===== config.mk =====
export PLATFORM = sky130hd
export DESIGN_NAME = inst_mem_loader
export DESIGN_NICKNAME = d
export VERILOG_FILES = /design/src/rtl/inst_mem_loader_pkg.sv /design/src/rtl/inst_mem_loader.sv
export SDC_FILE = /design/constraint.sdc
export NUM_CORES = 1
export LEC_CHECK = 0
export CORE_MARGIN = 5
export CORE_UTILIZATION = 25
export CTS_BUF_LIST = sky130_fd_sc_hd__clkbuf_4 sky130_fd_sc_hd__clkbuf_8
export CTS_CLUSTER_DIAMETER = 80
export DETAILED_ROUTE_END_ITERATION = 12
export DONT_BUFFER_PORTS = 1
export HOLD_SLACK_MARGIN = 0.02
export SLEW_MARGIN = 10
export SYNTH_ARGS = -nofsm -noshare
export SYNTH_HDL_FRONTEND = slang
export SYNTH_SLANG_ARGS = --single-unit

===== constraint.sdc =====
create_clock -name clk -period 5.4 [get_ports clk]
set_clock_uncertainty 0.1 [all_clocks]
set_input_delay 1.62 -clock clk [delete_from_list [all_inputs] [get_ports clk]]
set_output_delay 1.62 -clock clk [all_outputs]
set_load 0.01 [all_outputs]

===== src/rtl/inst_mem_loader_pkg.sv =====
// Shared controller definitions: instruction opcodes, field layout and loader FSM states.
// The decoder and the loader both import this so opcode values live in one place.
package inst_mem_loader_pkg;

  typedef enum logic [3:0] {
    OP_NOP            = 4'd0,
    OP_LDMEM          = 4'd1,
    OP_STMEM          = 4'd2,
    OP_RDBUF          = 4'd3,
    OP_WRBUF          = 4'd4,
    OP_GENADDR_HI     = 4'd5,
    OP_GENADDR_LO     = 4'd6,
    OP_LOOP           = 4'd7,
    OP_BLOCK_END      = 4'd8,
    OP_BASE_ADDR      = 4'd9,
    OP_PU_BLOCK_START = 4'd10,
    OP_COMPUTE_R      = 4'd11,
    OP_COMPUTE_I      = 4'd12
  } opcode_t;

  // Instruction word layout, MSB first: [31:28] [27:21] [20:16] [15:0]
  typedef struct packed {
    logic [3:0]  op_code;
    logic [6:0]  op_spec;
    logic [4:0]  loop_id;
    logic [15:0] immediate;
  } inst_fields_t;

  typedef enum logic [1:0] {
    ST_IDLE,
    ST_LOAD,
    ST_PU_SKIP,
    ST_DONE
  } loader_state_t;

endpackage


===== src/rtl/inst_mem_loader.sv =====
// Streams instruction words into imem, parsing opcodes on the fly so the load
// stops on the last-block marker, the requested word count, or a full memory.
module inst_mem_loader
  import inst_mem_loader_pkg::*;
#(
  parameter int unsigned IMEM_ADDR_W = 10,
  parameter int unsigned INST_W      = 32,
  parameter int unsigned OP_CODE_W   = 4,
  parameter int unsigned IMM_WIDTH   = 16,
  parameter int unsigned BLK_CNT_W   = 8
) (
  input  logic                   clk,
  input  logic                   reset,
  input  logic                   start,
  input  logic [IMEM_ADDR_W:0]   num_words,
  input  logic [INST_W-1:0]      s_data,
  input  logic                   s_valid,
  output logic                   s_ready,
  output logic                   imem_write_req,
  output logic [IMEM_ADDR_W-1:0] imem_write_addr,
  output logic [INST_W-1:0]      imem_write_data,
  output logic                   done,
  output logic [IMEM_ADDR_W:0]   load_count,
  output logic [BLK_CNT_W-1:0]   block_count,
  output logic                   err_no_last,
  output logic                   err_overflow
);

  loader_state_t          state, state_next;
  logic [IMEM_ADDR_W-1:0] wr_ptr;
  logic [IMEM_ADDR_W:0]   num_words_q;
  logic [IMM_WIDTH-1:0]   skip_cnt;
  logic [OP_CODE_W-1:0]   op_code;
  logic [IMM_WIDTH-1:0]   immediate;
  logic                   accept;
  logic                   is_block_end, is_pu_start;
  logic                   term_last, term_count, term_full;

  assign op_code      = s_data[INST_W-1 -: OP_CODE_W];
  assign immediate    = s_data[IMM_WIDTH-1:0];
  assign accept       = s_valid && s_ready;
  assign is_block_end = (op_code == OP_CODE_W'(OP_BLOCK_END));
  assign is_pu_start  = (op_code == OP_CODE_W'(OP_PU_BLOCK_START));

  // Termination candidates for the word on the stream; only meaningful on accept.
  assign term_last  = (state == ST_LOAD) && is_block_end && immediate[0];
  assign term_count = ((load_count + (IMEM_ADDR_W+1)'(1)) == num_words_q);
  assign term_full  = &wr_ptr;

  always_ff @(posedge clk) begin
    if (!reset) state <= ST_IDLE;
    else        state <= state_next;
  end

  always_comb begin
    state_next = state;
    unique case (state)
      ST_IDLE: begin
        if (start) state_next = (num_words == '0) ? ST_DONE : ST_LOAD;
      end
      ST_LOAD: begin
        if (accept) begin
          if (term_last || term_count || term_full) state_next = ST_DONE;
          else if (is_pu_start)                     state_next = ST_PU_SKIP;
        end
      end
      ST_PU_SKIP: begin
        if (accept) begin
          if (term_count || term_full) state_next = ST_DONE;
          else if (skip_cnt == '0)     state_next = ST_LOAD;
        end
      end
      ST_DONE: state_next = ST_IDLE;
      default: state_next = ST_IDLE;
    endcase
  end

  always_comb begin
    s_ready = 1'b0;
    done    = 1'b0;
    unique case (state)
      ST_LOAD, ST_PU_SKIP: s_ready = 1'b1;
      ST_DONE:             done    = 1'b1;
      default: ;
    endcase
  end

  always_ff @(posedge clk) begin
    if (!reset) begin
      wr_ptr          <= '0;
      num_words_q     <= '0;
      skip_cnt        <= '0;
      load_count      <= '0;
      block_count     <= '0;
      err_no_last     <= 1'b0;
      err_overflow    <= 1'b0;
      imem_write_req  <= 1'b0;
      imem_write_addr <= '0;
      imem_write_data <= '0;
    end else begin
      imem_write_req <= accept;
      if ((state == ST_IDLE) && start) begin
        wr_ptr       <= '0;
        num_words_q  <= num_words;
        load_count   <= '0;
        block_count  <= '0;
        err_overflow <= 1'b0;
        err_no_last  <= (num_words == '0);
      end
      if (accept) begin
        imem_write_addr <= wr_ptr;
        imem_write_data <= s_data;
        wr_ptr          <= wr_ptr + IMEM_ADDR_W'(1);
        load_count      <= load_count + (IMEM_ADDR_W+1)'(1);
        if ((state == ST_LOAD) && is_block_end && !(&block_count))
          block_count <= block_count + BLK_CNT_W'(1);
        // Count-reached outranks memory-full, so overflow only flags when count did not also hit.
        if (!term_last && (term_count || term_full))
          err_no_last <= 1'b1;
        if (!term_last && !term_count && term_full)
          err_overflow <= 1'b1;
        if ((state == ST_LOAD) && is_pu_start)
          skip_cnt <= immediate;
        else if (state == ST_PU_SKIP)
          skip_cnt <= skip_cnt - IMM_WIDTH'(1);
      end
    end
  end

endmodule

* Yosys cells after proc, flatten, opt, wreduce, memory -nomap -nowiden
Cells that the tools add are included.
Widths: inputs -> output; s select.
** Storage, ports and cells
- Output and inout bits :: 66
- Logic and storage cells :: 77
- Register bits after elaboration :: 103
** Operators by class
- Equality and inequality tests :: 11
- Muxes and demuxes :: 26
- Add/subtract/negate cells :: 4
- Reductions and logical operators :: 25
** Operators with widths (number)
- $mux 16 :: 2
- $mux 8 :: 3
- $mux 11 :: 2
- $mux 10 :: 2
- $logic_not 16->1 :: 1
- $mux 2 :: 8
- $sub 16x1->16 const B :: 1
- $add 11x1->11 const B :: 1
- $eq 11x11->1 :: 1
- $logic_not 11->1 :: 1
- $add 10x1->10 const B :: 1
- $reduce_and 10->1 :: 1
- $logic_and 1x1->1 :: 9
- $add 8x1->8 const B :: 1
- $eq 4x4->1 const B :: 2
- $mux 1 :: 8
- $pmux 2 s4 :: 1
- $reduce_and 8->1 :: 1
- $ne 2x2->1 const B :: 3
- $reduce_and 5->1 :: 1
- $eq 2x2->1 const B :: 2
- $reduce_bool 2->1 :: 2
- $logic_not 1->1 :: 3
- $logic_or 1x1->1 :: 3
- other kinds (6) :: 6

* Depth between registers and ports, before layout
Gate-level depths: netlist of run 1.
- Word-level depth :: 8
- Mapped depth :: 10

* Worst setup path after synthesis of run 1
No wires, ideal clock.
- Path kind :: input -> register
- From :: input s_data[30]
- To :: register block_count[7]
- Library setup time :: 0.065 ns
- Required time :: 5.235 ns
- Stages :: 6
- Path buffers :: 0
- Arrival time :: 3.085 ns
- Slack :: 2.150 ns
- Path through :: and4bb_2 -> nor2b_1 -> nand3_1 -> nor4_1 -> mux2_2 -> nor2_1
** On the way
- Longest elaborated chain between the ends :: 5
** Ends and longest elaborated chain
- from (decl) :: line inst_mem_loader.sv:16 : input logic [INST_W-1:0] s_data,
- $eq 4x4->1 :: line inst_mem_loader.sv:42 : assign is_block_end = (op_code == OP_CODE_W'(OP_BLOCK_END));
- $logic_and 1x1->1 (2 in series) :: line inst_mem_loader.sv:115 : if ((state == ST_LOAD) && is_block_end && !(&block_count))
- $mux 8 :: line inst_mem_loader.sv:115
- $mux 8 :: line inst_mem_loader.sv:110 : if (accept) begin
- to (signal assigned) :: line inst_mem_loader.sv:116 : block_count <= block_count + BLK_CNT_W'(1);
- to (decl) :: line inst_mem_loader.sv:24 : output logic [BLK_CNT_W-1:0] block_count,
Every way passes these cells.
A chain may end at the register's enable or synchronous reset.

* Final worst setup path of run 1
Same ends and word-level chain as after synthesis.

==> results_dict.tcl, run 1 <==
set metrics [dict create \
    run_status "complete, no violations" \
    rows 51 \
    r2r-end "state[0]" \
    syn_area_per_cell_um2 7.46 \
    synth_top_flop_cell "dfxtp_1" \
    use_met1_pct 16.4 \
    post_cts_buffers 0 \
    hpwl_um 10200 \
    synth_top_cell_area_share_pct 41.2 \
    routed_wl_um 14700 \
    gr-total-overflow 0 \
    design.core.area_mm2 0.0196 \
    grt_usage_pct 12.8 \
    syn_to_final_growth_pct 7.88 \
    gp_congestion 0.784 \
    hold_viol_final 0 \
    hold_buffers 0 \
    start_util_pct 25.5 \
    stdcell_area_mm2 0.00540 \
    post_drt_wl_per_cell_um 16.1 \
    cts_htree_levels 3 \
    r2r_slack_ns 2.43 \
    io_buffer_count 0 \
    endpoint "block_count[7]" \
    p_leak_uw 0.00178 \
    critical_path_class "primary input to flop" \
    maxCapViolations 0 \
    relSlewSlack_pct 45.4 \
    grt_pass1_vias 4035 \
    fp.dieW_um 151 \
    setup_slack_ns 2.17 \
    io-pin-count 113 \
    clk_pin_slew_ns 0.12 \
    finalCritPeriodShare_pct 59.9 \
    worst-r2r-cell-count 8 \
    synthCells 670 \
    async_reset_ff_share_pct 0 \
    synth-simple-area-share_pct 27.6 \
    diodes 0 \
    start_kind "primary input" \
    routed-via-count 4487 \
    hold_path_class "flop to flop" \
    drive_above_1_share_pct 5.57 \
    use_met2_pct 19.8 \
    via_per_inst 4.93 \
    cp-startpoint "s_data[30]" \
    cts.repair.resized 0 \
    ir_drop_uv 170 \
    synth_top_family_by_area "simple AND/OR/NAND/NOR gates" \
    arrival_ns 3.46 \
    grt_pass1_wl_um 22700 \
    hold_depth 2 \
    drc 0 \
    fin_tns_setup_ns 0 \
    powerDensity_mw_per_mm2 405 \
    synth-xor-area-share_pct 1.75 \
    end_kind "flop" \
    grt_use_met3_pct 3.83 \
    worstSkewPairLatency_ns 0.40 \
    yosysTopAreaCell "dfxtp_1" \
    ys_seq_elements 103 \
    top_usage_layer "met2" \
    synthDistinctLibCells 64 \
    fmax_ghz 0.309 \
    synth_fp_nets 726 \
    antenna_left 0 \
    synth_area_mm2 0.00500 \
    ys_top_cells_by_area "dfxtp_1, nand2_1, a21oi_1" \
    dieArea_mm2 0.0229 \
    synthMuxAreaShare_pct 0.625 \
    pre_cts_ws_ns 1.75 \
    r2r-start "load_count[0]" \
    critPathRequiredTime_ns 5.63 \
    synthAdderAreaFrac_pct 2.25 \
    grt_max_degree 55 \
    drtIter0Drc 408 \
    cts_root_buffer "clkbuf_8" \
    clock-sinks 103 \
    drtPass1Iterations 5 \
    slew_violations 0 \
    rsz0062_at_grt "false" \
    fin_nets 697 \
    finalSetupViolCount 0 \
    synth-compound-area-share_pct 21.6 \
    crit_fanout 8 \
    synth_edf_count 0 \
    die_height_um 151 \
    antenna_found_initial 0 \
    ys_seq_area_share_pct 41.2 \
    yosysWarnings 0 \
    cts_tree "built" \
    min_period_ns 3.23 \
    postPlaceCellArea_mm2 0.00518 \
    cts_buffers 9 \
    tightest_slew_ns 0.818 \
    cts_buffer_depth 2 \
]
[critical path, cell delays in order]
cell and delay (ns):
and4bb_2 0.32, nor2b_1 0.39, nand3_1 0.32, nor4_1 0.37, mux2_2 0.37, nor2_1 0.07
[power breakdown]
| group | leakage (µW) | switching, µW | internal (µW) |
|---|---|---|---|
| logic | 0.000836 | 479 | 228 |
| registers | 0.000834 | 103 | 847 |
| clock network | 0.000106 | 335 | 191 |
| total | 0.00178 | 916 | 1270 |
[per-stage QoR]
stage / power (µW) / utilization [%] / instances / hold WS (ns)
2_1_floorplan: 1500 / - / 670 / 0.348
3_3_place_gp: 1680 / 26.4 / 895 / 0.359
3_5_place_dp: 1680 / 26.4 / 895 / 0.364
4_1_cts: 2210 / 27.5 / 911 / 0.381
5_1_grt: 2350 / 27.5 / 911 / 0.397
6_report: 2180 / 27.5 / 911 / 0.380
[cells in the final DEF (no fill, tap or decap), drive strengths merged, types with 3 or more instances in the layout]
cell and n:
and2 4, nand3 21, dfxtp 103, or4 3, and3 7, nor4 9, or3 3, nand2 150
xnor2 7, o22ai 3, buf 7, ha 9, clkbuf 9, nand3b 4, nor3 13, a21oi 95
o21a 4, nand2b 4, a22oi 5, nor3b 4, nor2 64, inv 14, nand4 8, clkinv 3
a31oi 8, o21ai 43, nor2b 3, a311oi 4, xor2 3
[synth_stat cells (3+ instances only)]
master,number
nor2b_1,3
and3_1,7
o21ai_0,41
nor2_1,64
dfxtp_1,103
nand2b_1,4
inv_1,9
buf_2,5
nand4_1,8
nand3b_1,4
nor3b_1,4
nand2_1,150
o22ai_1,3
nor4_1,9
o21a_1,4
a31oi_1,8
and2_1,4
a21oi_1,94
xnor2_1,7
buf_4,3
nand3_1,20
or4_1,3
or3_1,3
clkbuf_1,35
nor3_1,13
xor2_1,3
a22oi_1,5
a311oi_1,4
ha_1,9
[area by class of cell]
class	count	area (µm²)
Inverter	10	37.5
Clock buffer	9	124
Timing Repair Buffer	7	52.6
Clock inverter	7	91.3
Multi-Input combinational cell	510	2700
Sequential cell	103	2060
Fill cell	2114	14200
Tap cell	265	332
[flip-flops by register name (all words and copies together), names as in the netlist]
name,flops
num_words_q,11
load_count,11
block_count,8
err_no_last,1
state,2
err_overflow,1
imem_write_data,32
wr_ptr,10
imem_write_req,1
imem_write_addr,10
skip_cnt,16
[cell families after synthesis]
kind of cell    after synthesis
fa+ha+maj                     9
compound gates              183
flops                       103
mux                           3
xor+xnor                     10
buf+inv                      57
simple gates                305
[worst min-delay path by stage]
stage	start	endpoint	slack, ns
CTS	skip_cnt[6]	skip_cnt[6]	0.38
detailed placement	skip_cnt[6]	skip_cnt[6]	0.36
global placement	num_words_q[3]	num_words_q[3]	0.36
global route	num_words_q[5]	num_words_q[5]	0.40
floorplan	num_words_q[0]	num_words_q[0]	0.35
finish	num_words_q[3]	num_words_q[3]	0.38
[routing by layer]
layer | up-vias | wire length, µm
met5 | - | 0
met4 | 0 | 346
met3 | 19 | 1020
met2 | 111 | 6960
met1 | 2072 | 6340
li1 | 2285 | -
No activity file was read; power rests on OpenSTA's default activity.
==> run 2, diff against run 1 <==
==> constraint.sdc (replaced) <==
create_clock -name clk -period 3.3 [get_ports clk]
set_clock_uncertainty 0.1 [all_clocks]
set_input_delay 0.99 -clock clk [delete_from_list [all_inputs] [get_ports clk]]
set_output_delay 0.99 -clock clk [all_outputs]
set_load 0.01 [all_outputs]
==> run 2 against run 1 <==
  * Non-clock buffer count grew 7
  * Core utilization grew 0.33 points
  * Hold slack gained 0.0015 ns
  * Final area grew 1.2%
  * Setup slack lost 1.7 ns
  * First-iteration DRC count grew 6.4%
  * Register-to-register slack lost 1.9 ns
  * Via count grew 1.7%
  * Die area is the same
  * Flip-flop and latch count is the same
  * Critical endpoint is now state[1]
  * Largest power group unchanged
  * Highest routed layer unchanged
==> results_dict.tcl, run 2 (synthesis results as in run 1) <==
set metrics [dict create \
    cts_buffer_depth 2 \
    grt_pass1_vias 4064 \
    design.core.area_mm2 0.0196 \
    regMostFlops "imem_write_data" \
    cts_root_buffer "clkbuf_8" \
    hold_depth 2 \
    critical_path_class "flop to flop" \
    run_status "complete, no violations" \
    grt_pass1_wl_um 22200 \
    drtPass1Iterations 5 \
    hold_end "num_words_q[3]" \
    fin_nets 704 \
    antenna_found_initial 0 \
    p_switching_uw 1500 \
    slew_violations 0 \
    cp_slowest_stage_delay_ns 0.52 \
    largest_reg_flops 32 \
    critPathRequiredTime_ns 3.50 \
    hold_path_class "flop to flop" \
    r2r-start "load_count[0]" \
    mostFrequentLayoutCells "nand2_1, dfxtp_1, a21oi_1" \
    path_buf_inv 0 \
    top_regs "imem_write_data (32), skip_cnt (16)" \
    r2r_slack_ns 0.48 \
    finalSetupViolCount 0 \
    worst-r2r-cell-count 8 \
    cts_tree "built" \
    hold_path_startpoint "num_words_q[3]" \
    via_per_inst 4.97 \
    fmax_ghz 0.355 \
    drc 0 \
    worstSkewPairLatency_ns 0.40 \
    io-pin-count 113 \
    die_height_um 151 \
    ir_drop_uv 247 \
    clk_pin_slew_ns 0.12 \
    rsz0062_at_grt "false" \
    fin_tns_setup_ns 0 \
    grt_max_degree 66 \
    relSlewSlack_pct 59.3 \
    routed-via-count 4565 \
    hold_viol_final 0 \
    gr-total-overflow 0 \
    tightest_slew_ns 0.609 \
    crit_fanout 11 \
    io_buffer_count 0 \
    final_cells 918 \
    grt_usage_pct 12.4 \
    start_util_pct 25.5 \
    post_cts_buffers 0 \
    rows 51 \
    post_drt_wl_per_cell_um 15.9 \
    powerDensity_mw_per_mm2 661 \
    power_uw 3610 \
    p_clk_share_pct 23.6 \
    drtIter0Drc 434 \
    dp_cells 902 \
    antenna_left 0 \
    final_common_cell "nand2_1" \
    syn_to_final_growth_pct 9.18 \
    dieArea_mm2 0.0229 \
    swShare_pct 41.5 \
    fp.dieW_um 151 \
    p_seq_share_pct 43.1 \
    routed_wl_um 14600 \
    cts_buffers 9 \
    combPwrFrac_pct 33.3 \
    cts.repair.resized 0 \
    hold_buffers 0 \
    min_period_ns 2.82 \
    crit_chain "ha_1 > nand3_4 > or3_1 > a222oi_1 > nand3_1 > o21ai_4 > o21bai_1 > a32o_1" \
    path_delay_family "compound AO/OA/AOI/OAI gates" \
    intPower_uw 2110 \
    clock-sinks 103 \
    arrival_ns 3.01 \
    hpwl_um 10400 \
    end_kind "flop" \
    p_leak_uw 0.00181 \
    critPathSlowestCell "dfxtp_1" \
    finalCritPeriodShare_pct 85.4 \
    r2r-end "state[1]" \
    maxCapViolations 0 \
    cts_htree_levels 3 \
    diodes 0 \
    hold_ws_ns 0.382 \
    drive_above_1_share_pct 6.58 \
    n_fill_cell 2145 \
    start_kind "flop" \
    gp_congestion 0.829 \
]
-- run 2: cell types whose count changed in the layout (fill, tap and decap cells not counted) --
| cell | before | now |
|---|---|---|
| buf_4 | 7 | 13 |
| buf_12 | 0 | 1 |
-- run 2: final cells by class --
class,count,area (µm²),area share [%]
clock inverters,7,91.3,1.67
repair buffers,14,118,2.15
flip-flops and latches,103,2060,37.8
inverters,10,37.5,0.687
clock buffers,9,124,2.27
multi-input cells,510,2700,49.4
well taps,265,332,6.07
-- run 2: worst register-to-register path, cell delays in order (launching register included) --
cell and delay (ns):
dfxtp_1 0.52, ha_1 0.41, nand3_4 0.17, or3_1 0.40, a222oi_1 0.32, nand3_1 0.21
o21ai_4 0.24, o21bai_1 0.09, a32o_1 0.25
-- run 2: worst max-delay path by stage --
stage / cells past startpoint / to / slack (ns) / startpoint
detailed placement: 8 / state[1] / 0.51 / load_count[0]
floorplan: 6 / block_count[7] / 0.68 / s_data[30]
CTS: 8 / state[0] / 0.49 / load_count[0]
global route: 8 / state[1] / 0.26 / load_count[0]
finish: 8 / state[1] / 0.48 / load_count[0]
global placement: 6 / block_count[7] / 0.51 / s_data[30]
-- run 2: power by group through the flow --
stage               clock network [µW]  registers [µW]  logic (µW)
finish                             852            1560        1200
global route                       935            1570        1350
CTS                                887            1560        1210
detailed placement                   0            1590        1210
global placement                     0            1580        1200
floorplan                            0            1540         913
-- run 2: layer usage --
layer | vias to the layer above | part of all wire (%) | global-route usage [%]
met1 | 2154 | 42 | 15.1
met3 | 21 | 7.0 | 4.01
met2 | 95 | 48 | 20.0
met4 | 0 | 2.3 | 5.58
li1 | 2295 | - | -
met5 | - | 0 | 0
-- run 2: per-stage QoR --
stage,instance area (µm²),util [%],setup WS [ns]
after CTS,5460,27.9,0.487
after floorplan,5000,-,0.680
after global routing,5460,27.9,0.260
final,5460,27.9,0.480
after global placement,5250,26.8,0.507
after detailed placement,5250,26.8,0.511
==> run 3, diff against run 2 <==
--- a/config.mk
+++ b/config.mk
@@ -5,7 +5,7 @@
 export SDC_FILE = /design/constraint.sdc
 export NUM_CORES = 1
 export LEC_CHECK = 0
-export CORE_MARGIN = 5
+export CORE_MARGIN = 2
 export CORE_UTILIZATION = 25
 export CTS_BUF_LIST = sky130_fd_sc_hd__clkbuf_4 sky130_fd_sc_hd__clkbuf_8
 export CTS_CLUSTER_DIAMETER = 80
==> run 3 against run 2 <==
  * Power decreased by 0.11%
  * Non-clock buffer count decreased by 2
  * Hold slack got worse by 0.0062 ns
  * Combinational power about the same
  * Cell count decreased by 0.22%
  * Critical endpoint is now state[0]
  * Sequential power about the same
  * Clock power increased by 0.6%
  * Critical path depth unchanged
  * Highest routed layer unchanged
==> results_dict.tcl, run 3 (synthesis results as in run 1) <==
set metrics [dict create \
    powerDensity_mw_per_mm2 662 \
    hold_end "num_words_q[3]" \
    diodes 0 \
    clock-sinks 103 \
    grt_pass1_vias 4117 \
    dieArea_mm2 0.0212 \
    finalCritPeriodShare_pct 86.5 \
    hold_path_startpoint "num_words_q[3]" \
    tightest_slew_ns 0.615 \
    regMostFlops "imem_write_data" \
    hold_viol_final 0 \
    hold_buffers 0 \
    top_regs "imem_write_data (32), skip_cnt (16)" \
    cts.repair.resized 0 \
    critical_path_class "flop to flop" \
    rsz0062_at_grt "false" \
    dp_cells 900 \
    start_util_pct 25.6 \
    cts_buffer_depth 2 \
    start_kind "flop" \
    pre_cts_ws_ns 0.474 \
    cts_root_buffer "clkbuf_8" \
    syn_to_final_growth_pct 8.88 \
    final_common_cell "nand2_1" \
    gr-total-overflow 0 \
    fin_tns_setup_ns 0 \
    cts_buffers 9 \
    r2r-start "load_count[0]" \
    drive_above_1_share_pct 6.30 \
    post_drt_wl_per_cell_um 15.6 \
    drc 0 \
    antenna_left 0 \
    mostFrequentLayoutCells "nand2_1, dfxtp_1, a21oi_1" \
    gp_congestion 0.801 \
    fin_nets 702 \
    min_period_ns 2.85 \
    io-pin-count 113 \
    grt_max_degree 66 \
    end_kind "flop" \
    cts_tree "built" \
    io_buffer_count 0 \
    hold_path_class "flop to flop" \
    r2r_slack_ns 0.45 \
    ir_drop_uv 206 \
    arrival_ns 3.10 \
    grt_pass1_wl_um 22700 \
    routed-via-count 4450 \
    hold_depth 2 \
    post_cts_buffers 0 \
    final_cells 916 \
    final_util_pct 27.9 \
    die_height_um 145 \
    worstSkewPairLatency_ns 0.41 \
    finalSetupViolCount 0 \
    critPathRequiredTime_ns 3.54 \
    maxCapViolations 0 \
    slew_violations 0 \
    via_per_inst 4.86 \
    rows 51 \
    fmax_ghz 0.351 \
    drtIter0Drc 439 \
    routed_wl_um 14200 \
    fp.dieW_um 145 \
    grt_usage_pct 13.3 \
    drtPass1Iterations 5 \
    run_status "complete, no violations" \
    cts_htree_levels 3 \
    worst-r2r-cell-count 8 \
    antenna_found_initial 0 \
    n_fill_cell 2186 \
    design.core.area_mm2 0.0195 \
    crit_fanout 11 \
    setup_slack_ns 0.447 \
    hpwl_um 9950 \
    largest_reg_flops 32 \
    relSlewSlack_pct 58.9 \
    clk_pin_slew_ns 0.11 \
    r2r-end "state[0]" \
    p_leak_uw 0.00180 \
]
-- run 3: metrics by stage --
stage / hold WS, ns / total power (µW) / area, µm²
2_1_floorplan: 0.348 / 2450 / 5000
3_3_place_gp: 0.362 / 2780 / 5230
3_5_place_dp: 0.361 / 2790 / 5230
4_1_cts: 0.378 / 3660 / 5450
5_1_grt: 0.391 / 3870 / 5450
6_report: 0.375 / 3610 / 5450
-- run 3: report_power, final --
group,leakage (µW),internal [µW],total (µW),switching [µW]
clock,0.000106,312,857,545
combinational,0.000863,408,1190,785
sequential,0.000834,1390,1560,169
-- run 3: worst max-delay path by stage --
stage                              from  cells after the start              to
after floorplan              s_data[30]                      6  block_count[7]
after global placement       s_data[30]                      6  block_count[7]
after detailed placement  load_count[0]                      8        state[0]
after CTS                 load_count[0]                      8        state[0]
after global routing      load_count[0]                      8        state[0]
final                     load_count[0]                      8        state[0]
-- run 3: worst max-delay path, stage by stage, from the launching register on --
cell and delay [ns]:
dfxtp_1 0.54, ha_1 0.41, nand3_4 0.16, or3_1 0.39
a222oi_1 0.33, nand3_1 0.22, o21ai_4 0.25, mux2i_1 0.22
o221a_1 0.18
-- run 3: cell type report --
cell class,instances,area (µm²),share of cell area [%]
Clock buffer,9,124,2.27
Clock inverter,7,91.3,1.68
Inverter,10,37.5,0.689
Multi-Input combinational cell,510,2700,49.5
Sequential cell,103,2060,37.9
Tap cell,265,332,6.09
Timing Repair Buffer,12,103,1.88
-- run 3: layer usage --
layer  routed length (µm)  track usage [%]  vias up
met5                    0                0        -
met2                 6680             21.2       91
met3                  927             4.55       24
met1                 6250             16.4     2043
li1                     -                -     2292
met4                  391             5.78        0
